===== config.mk =====
export PLATFORM = sky130hd
export DESIGN_NAME = adc_sample_pipe_flat
export DESIGN_NICKNAME = d
export VERILOG_FILES = /design/src/rtl/adc_sample_pipe_if.sv /design/src/rtl/adc_sample_pipe.sv /design/src/flat_wrapper.sv
export SDC_FILE = /design/constraint.sdc
export NUM_CORES = 1
export LEC_CHECK = 0
export ABC_CLOCK_PERIOD_IN_PS = 2930
export CORE_ASPECT_RATIO = 0.8
export CORE_MARGIN = 4
export CORE_UTILIZATION = 55
export DETAILED_ROUTE_END_ITERATION = 8
export DONT_BUFFER_PORTS = 1
export GPL_TIMING_DRIVEN = 0
export PLACE_DENSITY = 0.76
export RECOVER_POWER = 100
export SLEW_MARGIN = 10
export SYNTH_ARGS = -nofsm -noshare
export SYNTH_HDL_FRONTEND = slang
export SYNTH_SLANG_ARGS = --single-unit
export TNS_END_PERCENT = 30

===== constraint.sdc =====
create_clock -name clk -period 2.93 [get_ports clk]
set_clock_uncertainty 0.05 [all_clocks]
set_input_delay 0.586 -clock clk [delete_from_list [all_inputs] [get_ports clk]]
set_output_delay 0.586 -clock clk [all_outputs]
set_load 0.02 [all_outputs]

===== src/rtl/adc_sample_pipe_if.sv =====
// Valid/ready sample stream bundle.
// The producer drives data/valid and the consumer drives ready.
interface adc_sample_pipe_if #(
  parameter int DATA_W = 12
);
  logic [DATA_W-1:0] data;
  logic              valid;
  logic              ready;

  modport master (
    output data,
    output valid,
    input  ready
  );

  modport slave (
    input  data,
    input  valid,
    output ready
  );
endinterface


===== src/rtl/adc_sample_pipe.sv =====
// DEPTH-stage registered ADC sample pipe.
// Provides valid/ready on both sides, bubble collapse, freeze, flush and occupancy.
module adc_sample_pipe #(
  parameter int              DATA_W    = 12,
  parameter int              DEPTH     = 4,
  parameter logic [DATA_W-1:0] RESET_VAL = '0
) (
  input  logic                         clk,
  input  logic                         reset_n,
  input  logic                         enable,
  input  logic                         flush,
  adc_sample_pipe_if.slave             in_s,
  adc_sample_pipe_if.master            out_m,
  output logic [$clog2(DEPTH+1)-1:0]   occupancy
);

  localparam int OCC_W = $clog2(DEPTH+1);

  logic [DATA_W-1:0] data_q [DEPTH];
  logic [DATA_W-1:0] data_d [DEPTH];
  logic [DEPTH-1:0]  valid_q;
  logic [DEPTH-1:0]  valid_d;
  logic [DEPTH-1:0]  free;
  logic [OCC_W-1:0]  occ_q;
  logic [OCC_W-1:0]  occ_d;

  logic out_valid;
  logic in_ready;
  logic pop;
  logic accept;

  always_comb begin
    out_valid = valid_q[DEPTH-1] && enable && reset_n;
    pop       = out_valid && out_m.ready;
    // A stage is free if it is empty or its word moves on this cycle.
    free[DEPTH-1] = !valid_q[DEPTH-1] || pop;
    for (int k = DEPTH - 2; k >= 0; k--) begin
      free[k] = !valid_q[k] || free[k+1];
    end
    in_ready = reset_n && enable && !flush && free[0];
    accept   = in_s.valid && in_ready;
  end

  always_comb begin
    data_d  = data_q;
    valid_d = valid_q;
    occ_d   = occ_q;
    if (flush) begin
      valid_d = '0;
      occ_d   = '0;
    end else if (enable) begin
      if (free[0]) begin
        valid_d[0] = accept;
        if (accept) begin
          data_d[0] = in_s.data;
        end
      end
      for (int k = 1; k < DEPTH; k++) begin
        if (free[k]) begin
          valid_d[k] = valid_q[k-1];
          if (valid_q[k-1]) begin
            data_d[k] = data_q[k-1];
          end
        end
      end
      occ_d = occ_q + OCC_W'(accept) - OCC_W'(pop);
    end
  end

  always_ff @(posedge clk) begin
    if (!reset_n) begin
      valid_q <= '0;
      occ_q   <= '0;
      for (int k = 0; k < DEPTH; k++) begin
        data_q[k] <= RESET_VAL;
      end
    end else begin
      valid_q <= valid_d;
      occ_q   <= occ_d;
      data_q  <= data_d;
    end
  end

  assign in_s.ready  = in_ready;
  assign out_m.valid = out_valid;
  assign out_m.data  = data_q[DEPTH-1];
  assign occupancy   = occ_q;

endmodule


===== src/flat_wrapper.sv =====
// flat-port wrapper written by rule: the top's interface ports become plain ports
module adc_sample_pipe_flat 
#(
  parameter int              DATA_W    = 12,
  parameter int              DEPTH     = 4,
  parameter logic [DATA_W-1:0] RESET_VAL = '0
)
  (clk, reset_n, enable, flush, occupancy, in_s_data, in_s_valid, in_s_ready, out_m_data, out_m_valid, out_m_ready);
  adc_sample_pipe_if #(.DATA_W(DATA_W)) in_s_i ();
  adc_sample_pipe_if #(.DATA_W(DATA_W)) out_m_i ();
  input  logic clk;
  input  logic reset_n;
  input  logic enable;
  input  logic flush;
  output logic [$clog2(DEPTH+1)-1:0] occupancy;
  input wire logic [$bits(in_s_i.data)-1:0] in_s_data;
  input wire logic [$bits(in_s_i.valid)-1:0] in_s_valid;
  output wire logic [$bits(in_s_i.ready)-1:0] in_s_ready;
  output wire logic [$bits(out_m_i.data)-1:0] out_m_data;
  output wire logic [$bits(out_m_i.valid)-1:0] out_m_valid;
  input wire logic [$bits(out_m_i.ready)-1:0] out_m_ready;
  assign in_s_i.data = in_s_data;
  assign in_s_i.valid = in_s_valid;
  assign in_s_ready = in_s_i.ready;
  assign out_m_data = out_m_i.data;
  assign out_m_valid = out_m_i.valid;
  assign out_m_i.ready = out_m_ready;
  adc_sample_pipe #(.DATA_W(DATA_W), .DEPTH(DEPTH), .RESET_VAL(RESET_VAL)) u_core (.clk(clk), .reset_n(reset_n), .enable(enable), .flush(flush), .in_s(in_s_i), .out_m(out_m_i), .occupancy(occupancy));
endmodule

==> results.txt <==
Detailed Routing Iterations Pass 1: 4
Placed Cells: 303
FF+latch count, synth: 55
crit path capture: u_core.occupancy[2]$_SDFFE_PP0P_
placed cell areas: 2380 µm²
overflow left after global routing: 0
syn nets: 269
share of cells above drive strength 1: 0.0430
Post-synth EDFFs: 0
fillcell total: 370
CP Capture Type: flip-flop
Post-DP HPWL: 2.98 mm
r2r setup slk: 410 ps
# H-tree levels: 2
Cell Count, Final, Fillers Out: 311
Placement Rows: 20
endpoints failing setup: 0
f_max: 0.395 GHz
Root Buffer Master: clkbuf_8
Yosys cell types: 33
met2 Use GR: 0.242
first-pass GRT wire length: 6.87 mm
worst setup path start: reset_n
worst-path maximum fanout: 10
Seq/Total Area, Yosys: 0.476
xor/xnor share of the synthesized area: 0.00757
mux contribution to synthesized area: 0.108
Area Growth Syn to Fin: 2.97%
I/O Buffers: 0
YS warnings: 0
CP Data Arrival Time: 2680 ps
Leak: 0.000760 µW
synthesized cell area: 2310 µm²
gr usage total: 0.166
critical path class: input pin to flip-flop
CP startpoint kind: input pin
R2R depth: 10
vias in the first global route: 1504
DRT antenna net count: 0
initial antenna violation count: 0
diode count: 0
simple-gate share of the synthesized area: 0.203
GPL Wtd Cong: 0.836
clk slew on worst S/H paths: 90 ps
post-synthesis compound-gate area fraction: 0.103
post-cts sizing count: 0
worst r2r dst: u_core.occupancy[2]$_SDFFE_PP0P_
Slew @ Worst Pin: 730 ps
TritonCTS clock tree: done
Die H: 66.0 µm
adder-cell share of the synthesized area: 0.0195
Hold Path Class: input pin to flip-flop
PD cells: 525 nW/µm²
grt met1 use: 0.235
Routed WL: 4.08 mm
CTS Buf Count: 5
WP data required: 3070 ps
Final Max Slew Viols: 0
Skew-Pair Late Insertion Delay: 300 ps
Reg-to-Reg Start: u_core.valid_q[1]$_SDFFE_PP0P_
synthesized instance count: 248
Post-synth top flop: dfxtp_1
largest family of logic cells by synthesized area: simple AND/OR/NAND/NOR gates
unrepaired setup endpoints after global routing: no
die width: 80.5 µm
syn_area_per_cell: 9.33 µm²
GR Util met3: 0.0463
grt peak-use layer: met2
Post-CTS Setup Bufs: 0
clock buffer depth: 2
vias per cell: 5.15
core area: 3930 µm²
largest net degree at the start of global routing: 16
die area: 5310 µm²
Layout Nets: 276
total power draw: 1250 µW
fin crit share: 0.864
DRC violations left: 0
Vias: 1603
Rel. slew slack: 0.506
Starting Density: 0.589
Worst Hold Depth: 2
hold slack: 345 ps
Final Hold Vio Count: 0
Top Ports: 35
final worst path period need: 2530 ps
Setup TNS: 0 ps
DRT iter0 DRCs: 67
Post-synth ARST share: 0
drt wl/cell: 13.1 µm
outcome: finished clean
maxcap violations: 0
Post-CTS Hold Fix Bufs: 0
clk sinks: 55
Final Cell Area: 2380 µm²
Worst VDD drop: 0.000278 V
-- layout by cell type, fill, tap and decap left out, types with 2 or more instances in the layout --
master and instances:
dfxtp_1 55, o21ai_0 25, inv_1 5, nand2_1 43, nor2_1 6, and3_1 2, mux2i_1 25, a21oi_1 4
clkbuf_1 26, nor2b_1 24, nand3_1 12, xnor2_1 2, ha_1 2, nand3b_1 3, clkbuf_8 7
-- synth_stat cells, types with 2 or more instances --
cell type  number  share of area
a21oi_1         4         0.0087
clkbuf_1        7          0.011
inv_1           4         0.0065
nand3_1        12          0.026
xnor2_1         2         0.0076
and3_1          2         0.0054
nand2_1        42          0.068
nor2b_1        24          0.065
buf_2           4         0.0087
ha_1            2          0.011
nor2_1          6         0.0097
dfxtp_1        55           0.48
nand3b_1        3         0.0097
o21ai_1         2         0.0043
buf_4          14          0.045
mux2i_1        25           0.11
o21ai_0        24          0.052
-- per-stage QoR --
| stage | setup WS, ps | utilization |
|---|---|---|
| finish | 398 | 0.606 |
| global route | 141 | 0.606 |
| CTS | 485 | 0.632 |
| detailed placement | 162 | 0.606 |
| global placement | 202 | 0.606 |
| floorplan | 382 | - |
-- power breakdown --
part	internal (µW)	switching (µW)	total [µW]
combinational	16.9	30.6	47.5
clock	216	227	443
sequential	754	5.92	760
-- final cells by class --
type | instances | area [µm²] | area share
multi-input combinational | 160 | 982 | 0.412
buffer | 28 | 111 | 0.0467
clock buffer | 8 | 100 | 0.0420
inverter | 5 | 18.8 | 0.00788
sequential | 55 | 1100 | 0.462
tap | 55 | 68.8 | 0.0289
-- per-layer routing --
metal,up-vias,share of wire
met5,-,0
met4,0,0.010
met3,5,0.058
met2,37,0.41
met1,742,0.52
li1,819,-
-- registers in the layout, summed over array words and instances (netlist names) --
| name | count |
|---|---|
| u_core.data_q | 36 |
| u_core.out_m.data | 12 |
| u_core.valid_q | 4 |
| u_core.occupancy | 3 |
-- critical path, stage by stage --
cell and delay [ps]:
buf_4 130, nand2_1 160, a211oi_4 400, clkbuf_1 350, ha_1 210, inv_1 50
fa_1 370, xnor2_1 130, nor2_1 130, xnor2_1 130, nor2_1 50
-- cell families after synthesis --
| group | count (synthesis) |
|---|---|
| buf+inv | 33 |
| simple gates | 93 |
| flops | 55 |
| fa+ha+maj | 3 |
| mux | 25 |
| xor+xnor | 2 |
| compound gates | 37 |
-- worst min-delay path by stage --
stage                                               from                              to  slack [ps]
after floorplan           u_core.data_q[40]$_SDFFE_PN0P_  u_core.data_q[40]$_SDFFE_PN0P_         380
after global placement    u_core.data_q[46]$_SDFFE_PN0P_  u_core.data_q[46]$_SDFFE_PN0P_         400
after detailed placement  u_core.data_q[30]$_SDFFE_PN0P_  u_core.data_q[30]$_SDFFE_PN0P_         400
after CTS                                   in_s_data[3]  u_core.data_q[39]$_SDFFE_PN0P_         330
after global routing                        in_s_data[3]  u_core.data_q[39]$_SDFFE_PN0P_         340
final                                       in_s_data[3]  u_core.data_q[39]$_SDFFE_PN0P_         340
(Power assumes the default switching activity.)
==> RTL change: new RTL, same settings <==
`DATA_W` is set to 12 in 3 places; all go to 18.
--- a/src/rtl/adc_sample_pipe_if.sv
+++ b/src/rtl/adc_sample_pipe_if.sv
@@ -1,7 +1,7 @@
 // Valid/ready sample stream bundle.
 // The producer drives data/valid and the consumer drives ready.
 interface adc_sample_pipe_if #(
-  parameter int DATA_W = 12
+  parameter int DATA_W = 18
 );
   logic [DATA_W-1:0] data;
   logic              valid;
--- a/src/rtl/adc_sample_pipe.sv
+++ b/src/rtl/adc_sample_pipe.sv
@@ -1,7 +1,7 @@
 // DEPTH-stage registered ADC sample pipe.
 // Provides valid/ready on both sides, bubble collapse, freeze, flush and occupancy.
 module adc_sample_pipe #(
-  parameter int              DATA_W    = 12,
+  parameter int              DATA_W    = 18,
   parameter int              DEPTH     = 4,
   parameter logic [DATA_W-1:0] RESET_VAL = '0
 ) (
--- a/src/flat_wrapper.sv
+++ b/src/flat_wrapper.sv
@@ -1,7 +1,7 @@
 // flat-port wrapper written by rule: the top's interface ports become plain ports
 module adc_sample_pipe_flat 
 #(
-  parameter int              DATA_W    = 12,
+  parameter int              DATA_W    = 18,
   parameter int              DEPTH     = 4,
   parameter logic [DATA_W-1:0] RESET_VAL = '0
 )
Ports: changed (resized in_s_data and out_m_data); port bits go from 35 to 47. The function was not compared with the original's and may differ.
==> RTL change against the unedited design <==
Worst setup slack worse by 0.023 ns. Die area is 35% higher. Sequential cell count is 24 higher. Area after synthesis increased by 40%. Routed wire length is 49% higher. Synthesized cell count increased by 48%. Final area rose by 45%. Total power is 71% higher. Sequential power is 43% higher.
==> RTL change: results <==
set metrics [dict create \
    rrSetupSlack_ns 0.39 \
    yosysSeqAreaShare 0.490 \
    ys_top_cells_by_count "97 x nand2_1, 79 x dfxtp_1, 34 x o21ai_0" \
    r2r_cells 11 \
    clk_pin_slew_worst_paths_ns 0.07 \
    num_vias 2311 \
    grt_usage 0.177 \
    p_sw_frac 0.199 \
    htreeDepth 3 \
    dp_hpwl_um 4350 \
    status "completed" \
    drive_gt1_frac 0.0705 \
    place_area_mm2 0.00333 \
    cts_buffers 9 \
    irDropWorstVdd_mv 0.497 \
    largest_reg_flops 54 \
    gp_congestion 0.798 \
    min_to "u_core.data_q[64]" \
    fin_hold_ws_ns 0.303 \
    synth_fa_ha_area_frac 0.0139 \
    critPathLaunch "enable" \
    nets 405 \
    worstPathArrival_ns 2.74 \
    drtIter0Drc 143 \
    clkLatencyLatePin_ns 0.35 \
    tightest_slew_ns 0.656 \
    grt_max_degree 14 \
    clockPowerShare 0.462 \
    syn_nets 394 \
    min_from "in_s_data[10]" \
    synthMuxAreaShare 0.0589 \
    regToRegStartpoint "u_core.valid_q[2]" \
    synth_cell_types 36 \
    p_clk_mw 0.992 \
]
[RTL change: changes by cell type in the layout (fill, tap and decap cells not counted), moves of 11 or more]
cell,change
a21boi_0,+16
clkbuf_1,+12
dfxtp_1,+24
nand2_1,+54
o21ai_0,+11
[RTL change: cells by family (layout without fill, tap and decap cells)]
kind of cell	count (synthesis)	count (layout)
AND/OR/NAND/NOR	150	150
buffers and inverters	48	64
XOR/XNOR	2	2
AO/OA/AOI/OAI	66	66
adder cells (fa/ha/maj)	3	3
flip-flops	79	79
multiplexers	19	19
[RTL change: how the worst max path moves through the flow]
stage	to	slack (ns)
after detailed placement	u_core.occupancy[2]	0.17
after global placement	u_core.occupancy[2]	0.18
after CTS	u_core.occupancy[2]	0.41
after floorplan	u_core.occupancy[2]	0.39
final	u_core.occupancy[2]	0.37
after global routing	u_core.occupancy[2]	0.18
[RTL change: area by class of cell]
type | instances | area [um^2]
fill | 495 | 2090
sequential | 79 | 1580
multi-input combinational | 240 | 1330
buffer | 43 | 180
clock buffer | 11 | 151
clock inverter | 5 | 104
tap | 78 | 97.6
inverter | 5 | 18.8
[RTL change: metal layers]
metal | track usage | part of all wire | routed length (um)
met1 | 0.265 | 0.55 | 3310
met2 | 0.226 | 0.39 | 2350
met3 | 0.0622 | 0.062 | 379
met4 | 0.0750 | 0.0061 | 37
met5 | 0 | 0 | 0
[RTL change: per-stage QoR]
stage / util / cells / worst slack (ns)
3_3_place_gp: 0.599 / 445 / 0.185
6_report: 0.624 / 461 / 0.374
5_1_grt: 0.624 / 461 / 0.182
3_5_place_dp: 0.599 / 445 / 0.174
2_1_floorplan: - / 367 / 0.389
4_1_cts: 0.645 / 461 / 0.412
